File: src/rtl/count_seq_checker_sat_counter.sv
// Saturating up-counter with synchronous clear; clear together with inc yields 1.
module sat_counter #(
  parameter int unsigned W = 8
) (
  input  logic         clk,
  input  logic         reset,
  input  logic         clear,
  input  logic         inc,
  output logic [W-1:0] count
);

  always_ff @(posedge clk or posedge reset) begin
    if (reset) begin
      count <= '0;
    end else if (clear) begin
      count <= W'(inc);
    end else if (inc && (count != {W{1'b1}})) begin
      count <= count + W'(1);
    end
  end

endmodule

File: config.mk
export PLATFORM = sky130hd
export DESIGN_NAME = sat_counter
export DESIGN_NICKNAME = d
export VERILOG_FILES = /design/src/rtl/count_seq_checker_sat_counter.sv
export SDC_FILE = /design/constraint.sdc
export NUM_CORES = 1
export LEC_CHECK = 0
export ABC_AREA = 1
export BUFFER_PORTS_ARGS = -buffer_cell sky130_fd_sc_hd__clkbuf_2
export CAP_MARGIN = 20
export CORE_AREA = 2 2 39 41
export DETAILED_ROUTE_END_ITERATION = 7
export DIE_AREA = 0 0 41 43
export PLACE_DENSITY = 0.58
export SETUP_SLACK_MARGIN = 0.1
export SYNTH_ARGS = -nofsm -noshare
export SYNTH_HDL_FRONTEND = slang
export SYNTH_SLANG_ARGS = --single-unit
File: constraint.sdc
create_clock -name clk -period 1.5 [get_ports clk]
set_input_delay 0.225 -clock clk [delete_from_list [all_inputs] [get_ports clk]]
set_output_delay 0.225 -clock clk [all_outputs]
set_load 0.005 [all_outputs]
# --- Yosys cells after proc, flatten, opt, wreduce, memory -nomap -nowiden ---
# Index checks and enable logic that the tools add are counted.
op_classes:
  n_reduce_logical: 2
  add_sub_neg: 1
  eq_ne: 1
  muxes: 2
op_table:
  columns: ["op", "n"]
  rows:
  - ["8-bit 2-to-1 mux", 2]
  - ["8-bit by 1-bit adder with 8-bit output, second input constant", 1]
  - ["8-bit inequality test, second input constant", 1]
  - ["2-bit nonzero test", 1]
  - ["1-bit logical AND", 1]
totals:
  out_inout_bits: 8
  ff_bits: 8
  input_bits: 4
  wordCells: 7

# --- Longest topological paths before layout ---
# Gate-level depths: netlist of the first run.
depth:
  depth_word: 4
  mapped_depth: 9
  depth_no_buf: 9

# --- Worst setup path before layout of the first run ---
# No wires, ideal clock.
synth_timing:
  path_kind: "register to register"
  from: "reg count[0]"
  to: "reg count[7]"
  period_less_slack_ns: 1.229
  setup_time_ns: 0.118
  t_arrival_ns: 1.111
  path_slack_ns: 0.271
  required_time_ns: 1.382
  path_stages_with_launch: 10
  path_buffers: 0
  path_cell_list: "dfrtp_1 -> ha_1 -> nand2_1 -> nor2_1 -> nand2_2 -> nand2_2 -> nand2_4 -> clkinv_4 -> nand2_1 -> nand2_1"
synth_via:
  elab_chain_cells: 3
  elab_cells_between_ends: 6
  classes_between: "add/sub (1); eq/ne (1); mux (2); reduce/logical (2)"
synth_rtl:
  columns: ["item", "line_no", "text"]
  rows:
  - ["start: declaration", "9", "output logic [W-1:0] count"]
  - ["start signal: assignment", "16", "count <= W'(inc);"]
  - ["start signal: assignment", "18", "count <= count + W'(1);"]
  - ["8-bit by 1-bit adder with 8-bit output / 8-bit inequality test (equally long branches)", "18, 17", null]
  - ["8-bit 2-to-1 mux / 1-bit logical AND (equally long branches)", "17", "end else if (inc && (count != {W{1'b1}})) begin"]
  - ["8-bit 2-to-1 mux / 2-bit nonzero test (equally long branches)", null, null]
# Several ways; a longest one is shown, not always the timed one. The select of a mux whose other input is x is not followed.
# A chain may end at the register's enable or synchronous reset.

# --- Worst setup path in the final report of the first run ---
# Same ends and word-level chain as after synthesis.

==> impl_results.html, run 1 <==
<table>
<tr><th>Metric</th><th>Value</th></tr>
<tr><th colspan="2">Outcome</th></tr>
<tr><td>Status</td><td>completed</td></tr>
<tr><th colspan="2">Clocking</th></tr>
<tr><td>TritonCTS clock tree</td><td>yes</td></tr>
<tr><td>Clock sinks</td><td>8</td></tr>
<tr><td>CTS H-tree depth</td><td>1</td></tr>
<tr><td>Clock insertion delay at the later pin of the skew report</td><td>250 ps</td></tr>
<tr><td>CTS Root Buffer Type</td><td>sky130_fd_sc_hd__clkbuf_4</td></tr>
<tr><td>Clock slew at reported path FFs</td><td>50 ps</td></tr>
<tr><td>Number of CTS-inserted buffers</td><td>3</td></tr>
<tr><td>Clock Tree Buf Depth</td><td>2</td></tr>
<tr><th colspan="2">Timing</th></tr>
<tr><td>Summed negative setup slack over all endpoints</td><td>0 ps</td></tr>
<tr><td>Pins over their slew limit</td><td>0</td></tr>
<tr><td>Minimum clock period after layout</td><td>1310 ps</td></tr>
<tr><td>Setup repair after global routing missed its margin</td><td>no</td></tr>
<tr><td>Max transition margin</td><td>79.5%</td></tr>
<tr><td>Pin slew with the least headroom to its limit</td><td>307 ps</td></tr>
<tr><td>Post-Route Hold Slack</td><td>302 ps</td></tr>
<tr><td>Post-Route Skew</td><td>5.52 ps</td></tr>
<tr><td>Upper clock frequency limit</td><td>762 MHz</td></tr>
<tr><td>Share of the cycle needed by the critical path after routing</td><td>87.5%</td></tr>
<tr><td>Final count of hold timing violations</td><td>0</td></tr>
<tr><td>Setup violation total in the final timing report</td><td>0</td></tr>
<tr><th colspan="2">Yosys</th></tr>
<tr><td>Top area cells in the synthesized netlist</td><td>sky130_fd_sc_hd__dfrtp_1, sky130_fd_sc_hd__nand2_1, sky130_fd_sc_hd__inv_1</td></tr>
<tr><td>Count of warnings emitted by yosys</td><td>0</td></tr>
<tr><td>Seq/Total Area, Yosys</td><td>40.3%</td></tr>
<tr><td>Distinct cells, synth</td><td>19</td></tr>
<tr><td>Average cell area after synthesis</td><td>7.10 µm²</td></tr>
<tr><td>Cell area after technology mapping</td><td>497 µm²</td></tr>
<tr><td>Number of flip-flops and latches in the synthesized netlist</td><td>8</td></tr>
<tr><td>Synthesized Nets</td><td>75</td></tr>
<tr><td>Library cell with the largest summed area after synthesis</td><td>sky130_fd_sc_hd__dfrtp_1</td></tr>
<tr><td>Cell count after synthesis</td><td>70</td></tr>
<tr><td>Yosys top cell area share</td><td>40.3%</td></tr>
<tr><th colspan="2">Pwr</th></tr>
<tr><td>VDD IR-drop max</td><td>0.634 mV</td></tr>
<tr><td>Cell internal pwr</td><td>0.340 mW</td></tr>
<tr><td>Combinational share of power</td><td>13.1%</td></tr>
<tr><td>Share of power burned in the clock network</td><td>35.3%</td></tr>
<tr><td>Share of power burned in registers</td><td>51.5%</td></tr>
<tr><td>Leakage power total</td><td>0.333 nW</td></tr>
<tr><td>Switching power</td><td>0.118 mW</td></tr>
<tr><td>Net switching share of the total power</td><td>25.8%</td></tr>
<tr><td>Pwr/cell area</td><td>748 nW/µm²</td></tr>
<tr><th colspan="2">Finish</th></tr>
<tr><td>Flip-flop count of the largest register, all copies and words added</td><td>8</td></tr>
<tr><td>Combined flip-flop and latch cell area</td><td>200 µm²</td></tr>
<tr><td>Final net count</td><td>92</td></tr>
<tr><td>Commonest cells after routing, fill and taps aside</td><td>sky130_fd_sc_hd__nand2_1, sky130_fd_sc_hd__clkbuf_2, sky130_fd_sc_hd__dfrtp_1, sky130_fd_sc_hd__inv_1, sky130_fd_sc_hd__nor2_1</td></tr>
<tr><td>Area of the multi-input gates</td><td>263 µm²</td></tr>
<tr><td>Fillers</td><td>151</td></tr>
<tr><td>Most flop-heavy register</td><td>count</td></tr>
<tr><td>Top Registers</td><td>count x8</td></tr>
<tr><td>Number of inserted diodes</td><td>0</td></tr>
<tr><td>Share of post-route cells with drive strength above 1</td><td>28.2%</td></tr>
<tr><td>Leading cell type in the layout, fill and taps excluded</td><td>sky130_fd_sc_hd__nand2_1</td></tr>
<tr><td>Synthesis-to-layout area growth</td><td>23.4%</td></tr>
<tr><th colspan="2">Worst setup path</th></tr>
<tr><td>Crit Reg-Reg Startpoint</td><td>count[0]</td></tr>
<tr><td>Setup crit end kind</td><td>register</td></tr>
<tr><td>Maximum fanout encountered on the critical timing path</td><td>6</td></tr>
<tr><td>Data arrival at the endpoint of the critical path</td><td>1450 ps</td></tr>
<tr><td>Required time of the critical path</td><td>1640 ps</td></tr>
<tr><td>Most Frequent Cell on Critical Path</td><td>sky130_fd_sc_hd__nand2_2</td></tr>
<tr><td>Launching element of the worst setup path</td><td>count[0]</td></tr>
<tr><td>Critical Path Start Type</td><td>register</td></tr>
<tr><td>Cells along the critical path</td><td>ha_1 -&gt; nand2_2 -&gt; nor2_2 -&gt; nand2_2 -&gt; nand2_2 -&gt; nand2_4 -&gt; clkinv_4 -&gt; nand2_1 -&gt; nand2_1</td></tr>
<tr><td>Path type of the worst setup path</td><td>reg -&gt; reg</td></tr>
<tr><td>Critical-path cell with the highest stage delay</td><td>sky130_fd_sc_hd__dfrtp_1</td></tr>
<tr><td>CP max stage delay</td><td>410 ps</td></tr>
<tr><th colspan="2">Detailed routing</th></tr>
<tr><td>DRC violations left</td><td>0</td></tr>
<tr><td>Via-to-Cell Ratio</td><td>4.54</td></tr>
<tr><td>DRC violation total after the first TritonRoute iteration</td><td>10</td></tr>
<tr><td>Initial DRT Pass Iterations</td><td>3</td></tr>
<tr><td>Remaining antenna violation count after routing</td><td>0</td></tr>
<tr><td>Per-cell routed wire length</td><td>10.0 µm</td></tr>
<tr><td>Via count</td><td>459</td></tr>
<tr><td>Final WL</td><td>1.01 mm</td></tr>
<tr><th colspan="2">Place</th></tr>
<tr><td>Gp weighted congestion</td><td>0.808</td></tr>
<tr><td>Number of port buffers</td><td>11</td></tr>
<tr><td>Total half-perimeter wirelength after legalization and detailed placement</td><td>778 µm</td></tr>
<tr><th colspan="2">Hold path</th></tr>
<tr><td>HP Class</td><td>in -&gt; reg</td></tr>
<tr><td>Hold path start</td><td>clear</td></tr>
<tr><th colspan="2">Global route</th></tr>
<tr><td>Aggregate global routing overflow</td><td>0</td></tr>
<tr><td>Combined global-route utilization of all metal layers</td><td>14.5%</td></tr>
<tr><td>Antenna violations before repair</td><td>0</td></tr>
<tr><td>Maximum number of pins on one net before global-route repair</td><td>9</td></tr>
<tr><td>Global-route wire length before repair</td><td>1.64 mm</td></tr>
<tr><td>Via count of the first global-routing pass</td><td>382</td></tr>
<tr><th colspan="2">Die</th></tr>
<tr><td>Effective utilization at floorplan</td><td>35.9%</td></tr>
<tr><td>Row count</td><td>14</td></tr>
<tr><td>Die Span Y</td><td>43 µm</td></tr>
<tr><td>Core area</td><td>1380 µm²</td></tr>
<tr><td>Die Outline Area</td><td>1760 µm²</td></tr>
<tr><td>Die Wd</td><td>41 µm</td></tr>
<tr><td>Num ports</td><td>12</td></tr>
<tr><th colspan="2">Run</th></tr>
<tr><td>Total of max-cap violations</td><td>0</td></tr>
</table>
==> path summary, 6_finish.rpt <==
| check | cells after the start | slack [ps] | endpoint |
|---|---|---|---|
| max in group asynchronous | 3 | 820 | count[0] |
| setup reg to reg | 9 | 190 | count[7] |
| hold reg to reg | 2 | 520 | count[6] |
| min in group asynchronous | 3 | 440 | count[6] |
| setup / recovery | 9 | 190 | count[7] |
| hold / removal | 4 | 300 | count[3] |
==> routing by layer <==
layer	part of all wire (%)	GRT usage, %
met2	45	18.1
met3	5.9	9.42
met5	0	0
met4	1.4	6.00
met1	48	19.3
==> power groups by stage <==
stage / combinational (mW) / sequential [mW] / clock, mW
5_1_grt: 0.0697 / 0.238 / 0.185
6_report: 0.0602 / 0.236 / 0.162
3_5_place_dp: 0.0583 / 0.240 / 0
4_1_cts: 0.0605 / 0.236 / 0.173
3_3_place_gp: 0.0585 / 0.239 / 0
2_1_floorplan: 0.0334 / 0.239 / 0
==> metrics by stage <==
step	cells	cell area (µm²)	setup slack [ps]	total power [mW]	util (%)
2_1_floorplan	70	497	271	0.272	-
3_3_place_gp	97	572	196	0.298	41.3
3_5_place_dp	97	572	191	0.298	41.3
4_1_cts	101	604	183	0.469	43.7
5_1_grt	101	613	99.4	0.493	44.3
6_report	101	613	188	0.459	44.3
==> logic make-up (layout without fill, tap and decap cells) <==
| group | after synthesis | after routing | share of synthesized area (%) |
|---|---|---|---|
| flops | 8 | 8 | 40.3 |
| fa+ha+maj | 1 | 1 | 2.52 |
| simple gates | 44 | 44 | 40.3 |
| xor+xnor | 1 | 1 | 1.76 |
| buf+inv | 10 | 25 | 8.56 |
| compound gates | 6 | 6 | 6.55 |
==> cell usage after synthesis (all sizes together) <==
cell type   n
o21bai      1
nand2      28
a21oi       2
clkinv      2
nand4       2
ha          1
nor3        1
inv         8
nor2        8
xor2        1
nand3       5
dfrtp       8
o21ai       3
==> critical path: cells and delay by family (launching register included) <==
kind          cells  cell delay (ps)
buf+inv           1               70
fa+ha+maj         1              240
flops             1              410
simple gates      7              470
==> layout make-up <==
cell class	instances	area share [%]
inverters	10	6.94
multi-input cells	52	42.9
well taps	16	3.27
flip-flops and latches	8	32.7
clock buffers	3	3.67
repair buffers	12	10.6
==> what timing repair did <==
item / in CTS / in global routing
endpoints found under the hold margin: 8 / 0
hold buffers: 1 / 0
setup endpoints to repair: 0 / 6
resized for setup: 0 / 3
setup buffers: 0 / 0
No activity file was read; power rests on OpenSTA's default activity.
==> run 2, diff against run 1 <==
--- a/config.mk
+++ b/config.mk
@@ -8,10 +8,11 @@
 export ABC_AREA = 1
 export BUFFER_PORTS_ARGS = -buffer_cell sky130_fd_sc_hd__clkbuf_2
 export CAP_MARGIN = 20
-export CORE_AREA = 2 2 39 41
+export CORE_ASPECT_RATIO = 1.1
+export CORE_MARGIN = 1.5
+export CORE_UTILIZATION = 30
 export DETAILED_ROUTE_END_ITERATION = 7
-export DIE_AREA = 0 0 41 43
-export PLACE_DENSITY = 0.58
+export PLACE_DENSITY = 0.49
 export SETUP_SLACK_MARGIN = 0.1
 export SYNTH_ARGS = -nofsm -noshare
 export SYNTH_HDL_FRONTEND = slang
==> run 2 against run 1 <==
Worst setup slack gained 8.1 ps; clock-buffer cell count did not move; total power is 5.3% higher; core utilization is 3.7 points lower; final area grew 3.3%; critical path type unchanged; critical path depth stayed put; sequential power hardly changed; sequential share of layout area decreased by 1.0 points; global-route usage down 0.55 points; largest power group unchanged; clock power up 7%.
==> impl_results.html, run 2 (synthesized netlist as in run 1, its figures left out) <==
<table>
<tr><th>Metric</th><th>Value</th></tr>
<tr><th colspan="2">Detailed routing</th></tr>
<tr><td>Via count</td><td>474 (+3.3%)</td></tr>
<tr><td>Initial DRT Pass Iterations</td><td>4 (+1)</td></tr>
<tr><td>Via-to-Cell Ratio</td><td>4.51 (-0.67%)</td></tr>
<tr><td>Remaining antenna violation count after routing</td><td>0 (unchanged)</td></tr>
<tr><td>Per-cell routed wire length</td><td>10.8 µm (+8.3%)</td></tr>
<tr><td>Final WL</td><td>1.14 mm (+13%)</td></tr>
<tr><td>DRC violations left</td><td>0 (unchanged)</td></tr>
<tr><td>DRC violation total after the first TritonRoute iteration</td><td>8 (-2)</td></tr>
<tr><th colspan="2">Finish</th></tr>
<tr><td>Most flop-heavy register</td><td>count</td></tr>
<tr><td>Top Registers</td><td>count x8</td></tr>
<tr><td>Number of inserted diodes</td><td>0 (unchanged)</td></tr>
<tr><td>Utilization of the core after routing</td><td>40.6% (-3.7 points)</td></tr>
<tr><td>Synthesis-to-layout area growth</td><td>27.5%</td></tr>
<tr><td>Flip-flop count of the largest register, all copies and words added</td><td>8 (unchanged)</td></tr>
<tr><td>Share of post-route cells with drive strength above 1</td><td>29.5% (+1.3 points)</td></tr>
<tr><td>Final Instance Count excl. Fillers</td><td>105 (+4.0%)</td></tr>
<tr><td>Commonest cells after routing, fill and taps aside</td><td>sky130_fd_sc_hd__nand2_1, sky130_fd_sc_hd__clkbuf_2, sky130_fd_sc_hd__dfrtp_1, sky130_fd_sc_hd__inv_1, sky130_fd_sc_hd__nor2_1</td></tr>
<tr><td>Final net count</td><td>95 (+3.3%)</td></tr>
<tr><td>Leading cell type in the layout, fill and taps excluded</td><td>sky130_fd_sc_hd__nand2_1</td></tr>
<tr><td>Post-route cell area</td><td>633 µm² (+3.3%)</td></tr>
<tr><th colspan="2">Run</th></tr>
<tr><td>Total of max-cap violations</td><td>0 (unchanged)</td></tr>
<tr><th colspan="2">Worst setup path</th></tr>
<tr><td>CP top delay family</td><td>simple AND/OR/NAND/NOR gates</td></tr>
<tr><td>Maximum fanout encountered on the critical timing path</td><td>6 (unchanged)</td></tr>
<tr><td>Data arrival at the endpoint of the critical path</td><td>1450 ps (about the same)</td></tr>
<tr><td>Launching element of the worst setup path</td><td>count[0]</td></tr>
<tr><td>Critical Path Start Type</td><td>register</td></tr>
<tr><td>Most Frequent Cell on Critical Path</td><td>sky130_fd_sc_hd__nand2_1</td></tr>
<tr><td>Worst setup slack for register-to-register paths</td><td>200 ps (about the same)</td></tr>
<tr><td>Depth of the worst register-to-register path</td><td>9 (unchanged)</td></tr>
<tr><td>Capturing instance or port of the critical path</td><td>count[7]</td></tr>
<tr><td>Required time of the critical path</td><td>1650 ps (about the same)</td></tr>
<tr><td>Cells along the critical path</td><td>ha_2 -&gt; nand2_1 -&gt; nor2_2 -&gt; nand2_2 -&gt; nand2_2 -&gt; nand2_4 -&gt; clkinv_4 -&gt; nand2_1 -&gt; nand2_1</td></tr>
<tr><td>Crit Reg-Reg Startpoint</td><td>count[0]</td></tr>
<tr><td>CP max stage delay</td><td>420 ps (about the same)</td></tr>
<tr><td>Setup crit end kind</td><td>register</td></tr>
<tr><td>Critical path buffer and inverter count</td><td>1 (unchanged)</td></tr>
<tr><td>Critical Path Stages</td><td>9 (unchanged)</td></tr>
<tr><td>Critical-path cell with the highest stage delay</td><td>sky130_fd_sc_hd__dfrtp_1</td></tr>
<tr><td>Path type of the worst setup path</td><td>reg -&gt; reg</td></tr>
<tr><td>R2R Path End</td><td>count[7]</td></tr>
<tr><th colspan="2">Pwr</th></tr>
<tr><td>Post-layout total power</td><td>0.483 mW (+5.3%)</td></tr>
<tr><td>Combinational share of power</td><td>15.3% (+2.2 points)</td></tr>
<tr><td>Leakage power total</td><td>0.345 nW (+3.8%)</td></tr>
<tr><td>Pwr/cell area</td><td>763 nW/µm² (+2.0%)</td></tr>
<tr><td>Share of power burned in registers</td><td>48.8% (-2.7 points)</td></tr>
<tr><td>VDD IR-drop max</td><td>0.431 mV (-32%)</td></tr>
<tr><td>Share of power burned in the clock network</td><td>36.0% (+0.7 points)</td></tr>
<tr><td>Net switching share of the total power</td><td>27.4% (+1.6 points)</td></tr>
<tr><td>Switching power</td><td>0.132 mW (+12%)</td></tr>
<tr><td>Cell internal pwr</td><td>0.351 mW (+3.1%)</td></tr>
<tr><th colspan="2">Place</th></tr>
<tr><td>Place WS</td><td>188 ps (-3.78 ps)</td></tr>
<tr><td>Number of port buffers</td><td>11 (unchanged)</td></tr>
<tr><td>Total placed instance area</td><td>573 µm² (+0.22%)</td></tr>
<tr><td>Gp weighted congestion</td><td>0.756 (-6.4%)</td></tr>
<tr><td>Cell count after placement</td><td>98 (+1.0%)</td></tr>
<tr><td>Total half-perimeter wirelength after legalization and detailed placement</td><td>839 µm (+7.9%)</td></tr>
<tr><th colspan="2">Global route</th></tr>
<tr><td>Global-route wire length before repair</td><td>1.85 mm (+13%)</td></tr>
<tr><td>Maximum number of pins on one net before global-route repair</td><td>9 (unchanged)</td></tr>
<tr><td>Combined global-route utilization of all metal layers</td><td>14.0% (-0.55 points)</td></tr>
<tr><td>Antenna violations before repair</td><td>0 (unchanged)</td></tr>
<tr><td>Aggregate global routing overflow</td><td>0 (unchanged)</td></tr>
<tr><td>Via count of the first global-routing pass</td><td>425 (+11%)</td></tr>
<tr><th colspan="2">Outcome</th></tr>
<tr><td>Status</td><td>completed</td></tr>
<tr><th colspan="2">Timing</th></tr>
<tr><td>Post-Route Skew</td><td>0.443 ps (-5.07 ps)</td></tr>
<tr><td>Max transition margin</td><td>78.1% (-1.4 points)</td></tr>
<tr><td>Pin slew with the least headroom to its limit</td><td>328 ps (+20.8 ps)</td></tr>
<tr><td>Summed negative setup slack over all endpoints</td><td>0 ps (unchanged)</td></tr>
<tr><td>Final count of hold timing violations</td><td>0 (unchanged)</td></tr>
<tr><td>Pins over their slew limit</td><td>0 (unchanged)</td></tr>
<tr><td>Share of the cycle needed by the critical path after routing</td><td>86.9% (-0.54 points)</td></tr>
<tr><td>Minimum clock period after layout</td><td>1300 ps (-8.11 ps)</td></tr>
<tr><td>Worst-case setup margin in the final layout</td><td>196 ps (+8.11 ps)</td></tr>
<tr><td>Setup repair after global routing missed its margin</td><td>no</td></tr>
<tr><td>Setup violation total in the final timing report</td><td>0 (unchanged)</td></tr>
<tr><td>Post-Route Hold Slack</td><td>297 ps (-4.88 ps)</td></tr>
<tr><td>Upper clock frequency limit</td><td>767 MHz (+0.62%)</td></tr>
<tr><th colspan="2">Die</th></tr>
<tr><td>Num ports</td><td>12 (unchanged)</td></tr>
<tr><td>Die Wd</td><td>41.8 µm (+1.9%)</td></tr>
<tr><td>Die Span Y</td><td>45.7 µm (+6.2%)</td></tr>
<tr><td>Die Outline Area</td><td>1910 µm² (+8.3%)</td></tr>
<tr><td>Row count</td><td>15 (+1)</td></tr>
<tr><td>Effective utilization at floorplan</td><td>31.9% (-4.0 points)</td></tr>
<tr><td>Core area</td><td>1560 µm² (+13%)</td></tr>
<tr><th colspan="2">Clocking</th></tr>
<tr><td>Clock Tree Buf Depth</td><td>2 (unchanged)</td></tr>
<tr><td>Number of CTS-inserted buffers</td><td>3 (unchanged)</td></tr>
<tr><td>CTS H-tree depth</td><td>1 (unchanged)</td></tr>
<tr><td>CTS Root Buffer Type</td><td>sky130_fd_sc_hd__clkbuf_4</td></tr>
<tr><td>Clock sinks</td><td>8 (unchanged)</td></tr>
<tr><td>TritonCTS clock tree</td><td>yes</td></tr>
<tr><td>Clock slew at reported path FFs</td><td>60 ps (about the same)</td></tr>
<tr><td>Clock insertion delay at the later pin of the skew report</td><td>260 ps (about the same)</td></tr>
<tr><th colspan="2">Hold path</th></tr>
<tr><td>HP Class</td><td>in -&gt; reg</td></tr>
<tr><td>Number of cells on the worst hold path</td><td>3 (-1)</td></tr>
</table>
-- run 2: changes by cell type in the layout (fill, tap and decap cells not counted), sizes merged --
cell / previous run / this run
buf: 0 / 3
-- run 2: tightest hold or removal path, delay by kind of cell --
kind	cells	cell delay [ps]
buf+inv	1	130
simple gates	1	100
compound gates	1	50
-- run 2: worst min-delay path by stage --
stage          slack, ps  start        to
6_report             300    inc  count[4]
5_1_grt              320    inc  count[4]
4_1_cts              290    inc  count[4]
3_5_place_dp         190  reset  count[0]
3_3_place_gp         190  reset  count[0]
2_1_floorplan         40  reset  count[0]
-- run 2: layout make-up --
class / count / area (µm²)
multi-input cells: 52 / 259
well taps: 17 / 21.3
fillers: 173 / 925
repair buffers: 15 / 87.6
clock buffers: 3 / 22.5
inverters: 10 / 42.5
flip-flops and latches: 8 / 200
-- run 2: repair_timing --
| action | CTS | global route |
|---|---|---|
| endpoints found under the setup margin | 0 | 7 |
| resized for setup | 0 | 2 |
| setup buffers | 0 | 3 |
| hold buffers | 1 | 0 |
| endpoints found under the hold margin | 8 | 0 |
-- run 2: metal layers --
metal  vias up  share of wire [%]  track usage [%]  wire [µm]
met2         7                 44             18.8        497
met3         4                3.3             3.97         38
met4         0                2.0             11.6         23
met5         -                  0                0          0
li1        257                  -                -          -
met1       206                 51             18.5        579
-- run 2: power by group through the flow --
stage / sequential, mW / clock, mW / combinational [mW]
floorplan: 0.239 / 0 / 0.0334
global placement: 0.239 / 0 / 0.0598
detailed placement: 0.240 / 0 / 0.0589
CTS: 0.236 / 0.176 / 0.0613
global route: 0.237 / 0.188 / 0.0837
finish: 0.236 / 0.174 / 0.0737
==> run 3, diff against run 2 <==
--- a/config.mk
+++ b/config.mk
@@ -12,7 +12,7 @@
 export CORE_MARGIN = 1.5
 export CORE_UTILIZATION = 30
 export DETAILED_ROUTE_END_ITERATION = 7
-export PLACE_DENSITY = 0.49
+export PLACE_DENSITY = 0.51
 export SETUP_SLACK_MARGIN = 0.1
 export SYNTH_ARGS = -nofsm -noshare
 export SYNTH_HDL_FRONTEND = slang
==> run 3 against run 2 <==
Final area is 2.0% lower; via count is 5.1% higher; cell count is 1.9% lower; clock-buffer cell count stayed put; global-route usage is 0.94 points lower; first-iteration DRC count is 50% lower; die area stayed put; clock skew is 4.5 ps higher; hold slack worse by 16 ps; critical path depth stayed put; register-to-register slack hardly changed; maximum frequency is 0.56% higher.
==> impl_results.html, run 3 (synthesized netlist as in run 1, its figures left out) <==
<table>
<tr><th>Metric</th><th>Value</th></tr>
<tr><th colspan="2">Worst setup path</th></tr>
<tr><td>Data arrival at the endpoint of the critical path</td><td>1450 ps (about the same)</td></tr>
<tr><td>Required time of the critical path</td><td>1650 ps (about the same)</td></tr>
<tr><td>R2R Path End</td><td>count[7]</td></tr>
<tr><td>Critical Path Start Type</td><td>register</td></tr>
<tr><td>Setup crit end kind</td><td>register</td></tr>
<tr><td>Maximum fanout encountered on the critical timing path</td><td>6 (unchanged)</td></tr>
<tr><td>Worst setup slack for register-to-register paths</td><td>200 ps (about the same)</td></tr>
<tr><td>Depth of the worst register-to-register path</td><td>9 (unchanged)</td></tr>
<tr><td>Path type of the worst setup path</td><td>reg -&gt; reg</td></tr>
<tr><td>Crit Reg-Reg Startpoint</td><td>count[0]</td></tr>
<tr><th colspan="2">Die</th></tr>
<tr><td>Die Wd</td><td>41.8 µm (unchanged)</td></tr>
<tr><td>Die Span Y</td><td>45.7 µm (unchanged)</td></tr>
<tr><td>Num ports</td><td>12 (unchanged)</td></tr>
<tr><td>Effective utilization at floorplan</td><td>31.9% (unchanged)</td></tr>
<tr><td>Row count</td><td>15 (unchanged)</td></tr>
<tr><td>Core area</td><td>1560 µm² (unchanged)</td></tr>
<tr><td>Die Outline Area</td><td>1910 µm² (unchanged)</td></tr>
<tr><th colspan="2">Finish</th></tr>
<tr><td>Leading cell type in the layout, fill and taps excluded</td><td>sky130_fd_sc_hd__nand2_1</td></tr>
<tr><td>Most flop-heavy register</td><td>count</td></tr>
<tr><td>Commonest cells after routing, fill and taps aside</td><td>sky130_fd_sc_hd__nand2_1, sky130_fd_sc_hd__clkbuf_2, sky130_fd_sc_hd__dfrtp_1, sky130_fd_sc_hd__inv_1, sky130_fd_sc_hd__nor2_1</td></tr>
<tr><td>Synthesis-to-layout area growth</td><td>24.9%</td></tr>
<tr><td>Top Registers</td><td>count x8</td></tr>
<tr><td>Number of inserted diodes</td><td>0 (unchanged)</td></tr>
<tr><td>Fillers</td><td>175 (+1.2%)</td></tr>
<tr><td>Flip-flop count of the largest register, all copies and words added</td><td>8 (unchanged)</td></tr>
<tr><td>Share of post-route cells with drive strength above 1</td><td>29.1% (-0.48 points)</td></tr>
<tr><td>Utilization of the core after routing</td><td>39.8% (-0.80 points)</td></tr>
<tr><td>Final net count</td><td>93 (-2.1%)</td></tr>
<tr><th colspan="2">Place</th></tr>
<tr><td>Place WS</td><td>169 ps (-18.1 ps)</td></tr>
<tr><td>Number of port buffers</td><td>11 (unchanged)</td></tr>
<tr><td>Gp weighted congestion</td><td>0.802 (+6.1%)</td></tr>
<tr><th colspan="2">Clocking</th></tr>
<tr><td>CTS H-tree depth</td><td>1 (unchanged)</td></tr>
<tr><td>Clock slew at reported path FFs</td><td>60 ps (about the same)</td></tr>
<tr><td>Clock Tree Buf Depth</td><td>2 (unchanged)</td></tr>
<tr><td>CTS Root Buffer Type</td><td>sky130_fd_sc_hd__clkbuf_4</td></tr>
<tr><td>Number of CTS-inserted buffers</td><td>3 (unchanged)</td></tr>
<tr><td>TritonCTS clock tree</td><td>yes</td></tr>
<tr><td>Clock insertion delay at the later pin of the skew report</td><td>260 ps (about the same)</td></tr>
<tr><td>Clock sinks</td><td>8 (unchanged)</td></tr>
<tr><th colspan="2">Timing</th></tr>
<tr><td>Upper clock frequency limit</td><td>771 MHz (+0.56%)</td></tr>
<tr><td>Minimum clock period after layout</td><td>1300 ps (-7.28 ps)</td></tr>
<tr><td>Share of the cycle needed by the critical path after routing</td><td>86.4% (-0.49 points)</td></tr>
<tr><td>Max transition margin</td><td>78.5% (+0.44 points)</td></tr>
<tr><td>Pin slew with the least headroom to its limit</td><td>321 ps (-6.56 ps)</td></tr>
<tr><td>Worst-case setup margin in the final layout</td><td>203 ps (+7.28 ps)</td></tr>
<tr><td>Post-Route Skew</td><td>4.98 ps (+4.54 ps)</td></tr>
<tr><td>Setup violation total in the final timing report</td><td>0 (unchanged)</td></tr>
<tr><td>Setup repair after global routing missed its margin</td><td>no</td></tr>
<tr><td>Pins over their slew limit</td><td>0 (unchanged)</td></tr>
<tr><td>Summed negative setup slack over all endpoints</td><td>0 ps (unchanged)</td></tr>
<tr><td>Final count of hold timing violations</td><td>0 (unchanged)</td></tr>
<tr><th colspan="2">Pwr</th></tr>
<tr><td>VDD IR-drop max</td><td>0.376 mV (-13%)</td></tr>
<tr><td>Pwr/cell area</td><td>765 nW/µm² (+0.24%)</td></tr>
<tr><td>Leakage power total</td><td>0.336 nW (-2.8%)</td></tr>
<tr><th colspan="2">Detailed routing</th></tr>
<tr><td>Per-cell routed wire length</td><td>10.7 µm (-0.92%)</td></tr>
<tr><td>Initial DRT Pass Iterations</td><td>4 (unchanged)</td></tr>
<tr><td>Via count</td><td>498 (+5.1%)</td></tr>
<tr><td>DRC violation total after the first TritonRoute iteration</td><td>4 (-4)</td></tr>
<tr><td>Via-to-Cell Ratio</td><td>4.83 (+7.1%)</td></tr>
<tr><td>Final WL</td><td>1.11 mm (-2.8%)</td></tr>
<tr><td>DRC violations left</td><td>0 (unchanged)</td></tr>
<tr><td>Remaining antenna violation count after routing</td><td>0 (unchanged)</td></tr>
<tr><th colspan="2">Hold path</th></tr>
<tr><td>Hold path start</td><td>inc</td></tr>
<tr><td>HP Class</td><td>in -&gt; reg</td></tr>
<tr><td>Worst min-delay path endpoint</td><td>count[4]</td></tr>
<tr><td>Number of cells on the worst hold path</td><td>3 (unchanged)</td></tr>
<tr><th colspan="2">Global route</th></tr>
<tr><td>Aggregate global routing overflow</td><td>0 (unchanged)</td></tr>
<tr><td>Combined global-route utilization of all metal layers</td><td>13.0% (-0.94 points)</td></tr>
<tr><td>Antenna violations before repair</td><td>0 (unchanged)</td></tr>
<tr><td>Via count of the first global-routing pass</td><td>430 (+1.2%)</td></tr>
<tr><td>Global-route wire length before repair</td><td>1.77 mm (-4.5%)</td></tr>
<tr><td>Maximum number of pins on one net before global-route repair</td><td>9 (unchanged)</td></tr>
<tr><th colspan="2">Outcome</th></tr>
<tr><td>Status</td><td>completed</td></tr>
<tr><th colspan="2">Run</th></tr>
<tr><td>Total of max-cap violations</td><td>0 (unchanged)</td></tr>
</table>
==> run 3: changes by cell type in the layout (fill, tap and decap cells not counted) <==
cell,change
sky130_fd_sc_hd__nand2_2,+1
sky130_fd_sc_hd__buf_4,-2
sky130_fd_sc_hd__nand2_1,-1
==> run 3: area by class of cell <==
cell class,instances,area (µm²),area share (%)
multi-input combinational,52,262,42.1
clock buffer,3,22.5,3.63
sequential,8,200,32.3
inverter,10,42.5,6.85
timing repair buffer,13,72.6,11.7
tap,17,21.3,3.43
==> run 3: per-stage QoR <==
| stage | hold WS (ps) | power (mW) | std cells | area, µm² |
|---|---|---|---|---|
| 2_1_floorplan | 40.7 | 0.272 | 70 | 497 |
| 3_3_place_gp | 178 | 0.298 | 98 | 573 |
| 3_5_place_dp | 176 | 0.298 | 98 | 573 |
| 4_1_cts | 284 | 0.476 | 102 | 606 |
| 5_1_grt | 304 | 0.502 | 103 | 621 |
| 6_report | 281 | 0.475 | 103 | 621 |
==> run 3: critical path, cell delays in order, from the launching register on <==
cell                       delay [ps]
sky130_fd_sc_hd__dfrtp_1          420
sky130_fd_sc_hd__ha_2             210
sky130_fd_sc_hd__nand2_2           80
sky130_fd_sc_hd__nor2_2            50
sky130_fd_sc_hd__nand2_2           70
sky130_fd_sc_hd__nand2_2           60
sky130_fd_sc_hd__nand2_4          110
sky130_fd_sc_hd__clkinv_4          70
sky130_fd_sc_hd__nand2_1           70
sky130_fd_sc_hd__nand2_1           50
==> run 3: how the worst max path moves through the flow <==
stage               end  depth (start not counted)  slack [ps]      from
2_1_floorplan  count[7]                          9         270  count[0]
3_3_place_gp   count[7]                          9         180  count[1]
3_5_place_dp   count[7]                          9         170  count[1]
4_1_cts        count[7]                          9         160  count[1]
5_1_grt        count[7]                          9         120  count[0]
6_report       count[7]                          9         200  count[0]
==> run 3: timing repair <==
item | 4_1_cts | 5_1_grt
hold buffers | 1 | 0
buffers inserted | 0 | 1
setup endpoints to repair | 0 | 6
hold endpoints to repair | 8 | 0
resized for setup | 0 | 3
==> run 3: power breakdown <==
| part | switching, mW | internal, mW | total (mW) |
|---|---|---|---|
| Combinational | 0.0395 | 0.0283 | 0.0678 |
| Clock | 0.0803 | 0.0920 | 0.172 |
| Sequential | 0.00991 | 0.225 | 0.235 |
==> run 3: per-layer routing <==
layer	vias to the layer above	part of all wire, %	global-route usage (%)
li1	254	-	-
met1	228	45	14.4
met2	11	46	21.9
met3	5	4.4	2.38
met4	0	4.0	11.6
met5	-	0	0
